[config.mk]
export PLATFORM = sky130hd
export DESIGN_NAME = otter_intr_ctrl
export DESIGN_NICKNAME = d
export VERILOG_FILES = /design/src/rtl/otter_intr_ctrl.sv
export SDC_FILE = /design/constraint.sdc
export NUM_CORES = 1
export LEC_CHECK = 0
export ABC_AREA = 1
export CORE_UTILIZATION = 28
export CTS_CLUSTER_DIAMETER = 80
export DETAILED_ROUTE_END_ITERATION = 7
export PLACE_DENSITY = 0.76
export SETUP_SLACK_MARGIN = 0.4
export SLEW_MARGIN = 20
export SYNTH_ARGS = -nofsm -noshare
export SYNTH_HDL_FRONTEND = slang
export SYNTH_SLANG_ARGS = --single-unit
[constraint.sdc]
create_clock -name CLK -period 1.38 [get_ports CLK]
set_clock_uncertainty 0.2 [all_clocks]
set_input_delay 0.276 -clock CLK [delete_from_list [all_inputs] [get_ports CLK]]
set_output_delay 0.276 -clock CLK [all_outputs]
set_load 0.02 [all_outputs]
[src/rtl/otter_intr_ctrl.sv]
// ---------------------------------------------------------------------------
// otter_intr_ctrl
//
// Interrupt/trap sequencer for the OTTER pipeline. Synchronizes the external
// interrupt line and takes the interrupt on an instruction-retire boundary in
// writeback. On a take it saves the return address, flushes the pipeline and
// redirects it to MTVEC. Further interrupts stay masked while the handler
// runs. A retired MRET redirects the pipeline back to MEPC.
//
// Ports
//   CLK          system clock, rising edge
//   RST_N        asynchronous active-low reset
//   INTR         external interrupt request (asynchronous level)
//   CSR_MIE      interrupt enable from the CSR block
//   CSR_MTVEC    trap handler address
//   CSR_MEPC     return address used by MRET
//   WB_VALID     an instruction retires in writeback this cycle
//   WB_MRET      the retiring instruction is MRET (qualified by WB_VALID)
//   WB_PC_NEXT   architectural next PC of the retiring instruction
//   INT_TAKEN    one-cycle pulse; the CSR block captures MEPC from INT_PC
//   INT_PC       saved return address (holds until the next capture)
//   FLUSH        one-cycle pulse; kills everything younger than writeback
//   REDIRECT     one-cycle pulse; the PC loads REDIRECT_PC
//   REDIRECT_PC  redirect target, 0 when REDIRECT is low
//   IN_HANDLER   high while the handler executes
//
// State    | meaning
// ---------+------------------------------------------------------------
// IDLE     | no interrupt in flight; stray MRETs are ignored here
// PEND     | enabled request seen, waiting for a retire to capture the PC
// TAKE     | one cycle: flush, redirect to MTVEC, pulse INT_TAKEN
// HANDLER  | handler running; request and MIE ignored (no nesting)
// RET      | one cycle: flush, redirect to MEPC
// ---------------------------------------------------------------------------
module otter_intr_ctrl #(
    parameter int SYNC_STAGES = 2
) (
    input  logic        CLK,
    input  logic        RST_N,
    input  logic        INTR,
    input  logic        CSR_MIE,
    input  logic [31:0] CSR_MTVEC,
    input  logic [31:0] CSR_MEPC,
    input  logic        WB_VALID,
    input  logic        WB_MRET,
    input  logic [31:0] WB_PC_NEXT,
    output logic        INT_TAKEN,
    output logic [31:0] INT_PC,
    output logic        FLUSH,
    output logic        REDIRECT,
    output logic [31:0] REDIRECT_PC,
    output logic        IN_HANDLER
);

    // One-hot encoding: every control output is a single state bit (or an
    // OR of two bits that are never active on adjacent cycles), so the
    // outputs cannot glitch on state changes.
    localparam int S_IDLE    = 0;
    localparam int S_PEND    = 1;
    localparam int S_TAKE    = 2;
    localparam int S_HANDLER = 3;
    localparam int S_RET     = 4;

    typedef enum logic [4:0] {
        IDLE    = 5'b00001,
        PEND    = 5'b00010,
        TAKE    = 5'b00100,
        HANDLER = 5'b01000,
        RET     = 5'b10000
    } state_t;

    state_t state_q;
    state_t state_d;

    logic [SYNC_STAGES-1:0] sync_q;
    logic                   req;
    logic                   capture;

    // ---------------------------------------------------------------
    // INTR synchronizer
    // ---------------------------------------------------------------
    always_ff @(posedge CLK or negedge RST_N) begin
        if (!RST_N) begin
            sync_q <= '0;
        end else begin
            sync_q <= {sync_q[SYNC_STAGES-2:0], INTR};
        end
    end

    assign req = sync_q[SYNC_STAGES-1];

    // ---------------------------------------------------------------
    // State register
    // ---------------------------------------------------------------
    always_ff @(posedge CLK or negedge RST_N) begin
        if (!RST_N) begin
            state_q <= IDLE;
        end else begin
            state_q <= state_d;
        end
    end

    // ---------------------------------------------------------------
    // Next-state logic
    // ---------------------------------------------------------------
    always_comb begin
        state_d = state_q;
        unique case (state_q)
            IDLE: begin
                if (req && CSR_MIE) begin
                    state_d = PEND;
                end
            end
            PEND: begin
                // A request drop or disable wins over a same-cycle retire.
                if (!req || !CSR_MIE) begin
                    state_d = IDLE;
                end else if (WB_VALID) begin
                    state_d = TAKE;
                end
            end
            TAKE: begin
                state_d = HANDLER;
            end
            HANDLER: begin
                if (WB_VALID && WB_MRET) begin
                    state_d = RET;
                end
            end
            RET: begin
                state_d = IDLE;
            end
            default: begin
                state_d = IDLE;
            end
        endcase
    end

    // ---------------------------------------------------------------
    // Return-address capture: same condition as the PEND -> TAKE edge
    // ---------------------------------------------------------------
    assign capture = state_q[S_PEND] && req && CSR_MIE && WB_VALID;

    always_ff @(posedge CLK or negedge RST_N) begin
        if (!RST_N) begin
            INT_PC <= '0;
        end else if (capture) begin
            INT_PC <= WB_PC_NEXT;
        end
    end

    // ---------------------------------------------------------------
    // Moore outputs decoded from the state register
    // ---------------------------------------------------------------
    assign INT_TAKEN   = state_q[S_TAKE];
    assign FLUSH       = state_q[S_TAKE] | state_q[S_RET];
    assign REDIRECT    = state_q[S_TAKE] | state_q[S_RET];
    assign IN_HANDLER  = state_q[S_HANDLER];
    assign REDIRECT_PC = ({32{state_q[S_TAKE]}} & CSR_MTVEC)
                       | ({32{state_q[S_RET]}}  & CSR_MEPC);

    // IDLE is implied by the absence of the other bits.
    logic unused_idle;
    assign unused_idle = state_q[S_IDLE];

endmodule

Yosys cells after proc, flatten, opt, wreduce, memory -nomap -nowiden:

Index checks and enable logic that the tools add are counted.

* bits in registers: 39
* bits in latches: 0
* bits in writable memories: 0
* ROM bits: 0
* input bits: 102
* word-level logic and storage cells: 28
* memories kept: 0

* add/sub/neg operators: 0
* multiply operators: 0
* divide/modulo/power cells: 0
* magnitude comparators: 0
* equal/unequal tests: 7
* shift-type cells: 0
* mux-type cells: 5
* bitwise operators: 4
* reductions and logical operators: 9

Operator list (count)
* 32-bit bitwise AND: 2
* 32-bit bitwise OR: 1
* 5-bit 2-to-1 mux: 4
* 5-bit one-hot mux with 4 select lines: 1
* 5-bit by 1-bit equality test with 1-bit output (second input constant): 1
* 5-bit by 2-bit equality test with 1-bit output (second input constant): 1
* 5-bit by 3-bit equality test with 1-bit output (second input constant): 1
* 5-bit by 4-bit equality test with 1-bit output (second input constant): 1
* 1-bit logical AND: 5
* 2-bit inequality test (second input constant): 2
* 3-bit inequality test (second input constant): 1
* 3-bit AND reduction: 1
* 1-bit zero test: 2
* 1-bit logical OR: 1
* 1-bit bitwise OR: 1

Depth between registers and ports, before layout:

* depth in word-level cells: 4
* mapped depth: 7
* depth with buffers taken out: 6

Worst setup path after synthesis:

OpenSTA, ideal clock, no wires.

* path kind: flip-flop to output port
* start: reg state_q[2]
* end: out REDIRECT_PC[10]
* arrival: 1205 ps
* path slack: -301 ps
* cell stages (with the launch flop): 4
* buffers on the path: 2
* cell sequence: dfrtp_1 buf_2 buf_1 a22o_1

* cells in the longest elaborated chain, start to end: 2

RTL lines
* start: declaration: RTL line 72 `state_t state_q;`
* start signal: assignment: RTL line 99 `state_q <= state_d;`
* 32-bit bitwise AND: RTL line 159 `assign REDIRECT_PC = ({32{state_q[S_TAKE]}} & CSR_MTVEC)`
* 32-bit bitwise OR: RTL line 160 `| ({32{state_q[S_RET]}} & CSR_MEPC);`
* end: declaration: RTL line 51 `output logic [31:0] REDIRECT_PC,`

Every way passes these cells.

Worst setup path after layout:

* start: reg state_q[2]
* end: out REDIRECT_PC[18]

The elaborated chain is that of the path after synthesis.

==> flow_metrics.env <==
export IMPL_drt_iter0_drc=105
export IMPL_synthesis_instances=221
export IMPL_crit_type="flip-flop to output port"
export IMPL_syn_area_mm2=0.001914
export IMPL_yosysTopAreaCell="dfrtp_1"
export IMPL_dieHeight_um=84.69
export IMPL_placed_area_mm2=0.004084
export IMPL_cts_buffers=5
export IMPL_grt_usage=0.2257
export IMPL_fin_nets=538
export IMPL_grt_overflow_total=0
export IMPL_hpwl_um=5227
export IMPL_final_setup_viol_count=72
export IMPL_vias=2465
export IMPL_hold_viol=38
export IMPL_cts_max_path_buffers=2
export IMPL_maxSlewHeadroom=0.7318
export IMPL_route_detailed_drc=15
export IMPL_maxCapViolations=0
export IMPL_ys_seq_area_frac=0.5105
export IMPL_synth_seq_cells=39
export IMPL_pwr_density_cell_mw_per_mm2=1363
export IMPL_clkLatencyLatePin_ns=0.28
export IMPL_run_status="finished, violations left"
export IMPL_rows=29
export IMPL_drive_gt1_frac=0.5057
export IMPL_grt_pass1_wl_um=12470
export IMPL_cp_end_kind="output port"
export IMPL_grt_max_degree=24
export IMPL_mostFrequentLayoutCell="clkdlybuf4s50_1"
export IMPL_area_delta_synth_final_pct=164.6
export IMPL_post_route_cell_area_mm2=0.005066
export IMPL_p_leak_uw=0.002457
export IMPL_cp_data_required_time_ns=0.90
export IMPL_avgViaCountPerCell=4.796
export IMPL_syn_avg_cell_area_um2=8.662
export IMPL_ios=170
export IMPL_peakVddDrop_uv=1211
export IMPL_fin_crit_sh=1.278
export IMPL_mostFrequentLayoutCells="clkdlybuf4s50_1 (98), buf_6 (68), inv_1 (37)"
export IMPL_violations="DRC, hold timing, setup timing"
export IMPL_utilization=0.7844
export IMPL_dieWidth_um=84.69
export IMPL_yosysWarningCount=0
export IMPL_place_ws_ns=-0.6317
export IMPL_holdWs_ns=-0.3301
export IMPL_ant_nets=0
export IMPL_max_freq_mhz=567.0
export IMPL_crit_slowest_cell="dfrtp_2"
export IMPL_syn_nets=323
export IMPL_slew_violations=0
export IMPL_diodes=0
export IMPL_cts_root_buf="clkbuf_8"
export IMPL_avgRoutedWirePerCell_um=16.11
export IMPL_h_tree_depth=2
export IMPL_synth_distinct_cells=18
export IMPL_path_cells="buf_12, a22o_4, buf_2"
export IMPL_gp_congestion=0.7808
export IMPL_arrival_ns=1.29
export IMPL_cts_tree="yes"
export IMPL_rsz0062_at_grt="true"
export IMPL_start_kind="flip-flop"
export IMPL_wl_um=8283
export IMPL_layout_setup_ws_ns=-0.3835
export IMPL_fillers=403
export IMPL_hold_path_class="input pin to asynchronous set/reset pin"
export IMPL_slowest_delay_ns=0.44
export IMPL_tightest_slew_ns=0.4008
export IMPL_coreArea_mm2=0.006459
export IMPL_post_route_min_period_ns=1.764
export IMPL_path_clk_slew_ns=0.08
export IMPL_antenna_found_initial=0
export IMPL_synth_top_area_share=0.4967
export IMPL_first_global_vias=2523
export IMPL_p_total_uw=6908
export IMPL_die_area_mm2=0.007172
export IMPL_start_util=0.2964
export IMPL_cts_sinks=39
export IMPL_path_max_fanout=20
export IMPL_portBuffers=169
export IMPL_yosys_top_cells_area="dfrtp_1 (50%), a22o_1 (15%), o21ai_0 (8.1%)"
export IMPL_first_pass_iters=8
state kept, by name, indices dropped and copies added, names as in the netlist:
register,flops
state_q,5
sync_q,2
INT_PC,32
critical path: cells and delay by family, from the launching register on:
| kind | cells | cell delay (ns) |
|---|---|---|
| AO/OA/AOI/OAI | 1 | 0.24 |
| buffers and inverters | 2 | 0.32 |
| flip-flops | 1 | 0.44 |
layout make-up:
type	instances	area (µm²)	area share
Sequential cell	39	979.7	0.1934
Clock buffer	6	82.58	0.01630
Tap cell	77	96.34	0.01902
Multi-Input combinational cell	127	1186	0.2341
Inverter	40	150.1	0.02964
Timing Repair Buffer	223	2532	0.4999
Clock inverter	2	38.79	0.007656
what timing repair did:
| action | 4_1_cts | 5_1_grt |
|---|---|---|
| hold endpoints to repair | 38 | 33 |
| setup buffers | 20 | 9 |
| setup endpoints to repair | 105 | 105 |
| pin swaps | 1 | 1 |
| cloned | 10 | 0 |
| resized for setup | 438 | 33 |
per-stage QoR:
step                hold slack [ns]  TNS (ns)  cells
global placement           -0.01989    -32.61    467
CTS                         -0.3401    -16.17    505
finish                      -0.3301    -15.99    514
detailed placement         -0.01803    -33.52    467
floorplan                   -0.2196    -3.545    221
global route                -0.3281    -19.03    514
Yosys cell counts:
master / count
a22o_1: 32
buf_1: 1
buf_2: 1
buf_4: 4
clkbuf_1: 6
clkbuf_2: 3
dfrtp_1: 38
dfstp_2: 1
inv_1: 40
nand2_1: 39
nand3_1: 8
nand4_1: 2
nor2_1: 10
nor3_1: 1
nor3_4: 1
o21ai_0: 31
o21ai_1: 2
o21bai_1: 1
layer usage:
layer,part of all wire,track usage
met2,0.56,0.4619
met5,0,0
met1,0.34,0.2187
met3,0.075,0.05310
met4,0.025,0.07088
final timing paths:
path | startpoint | slack (ns) | cells after the start | to
max | state_q[2] | -0.38 | 3 | REDIRECT_PC[18]
max in group asynchronous | RST_N | 0.80 | 2 | state_q[0]
min reg2reg | sync_q[0] | 0.15 | 0 | sync_q[1]
max reg2reg | state_q[2] | -0.16 | 7 | state_q[0]
min | RST_N | -0.33 | 1 | INT_PC[23]
min in group CLK | sync_q[0] | 0.15 | 0 | sync_q[1]
power breakdown:
group          switching (µW)  internal, µW  total, µW  leakage [µW]
sequential                399          1660       2060      0.000470
clock                     413           595       1010     0.0000618
combinational            1700          2140       3840       0.00193
cell families after synthesis:
family	share of synthesized area
AND/OR/NAND/NOR	0.1346
AO/OA/AOI/OAI	0.2366
buffers and inverters	0.1183
flip-flops	0.5105
(Power assumes the default switching activity.)
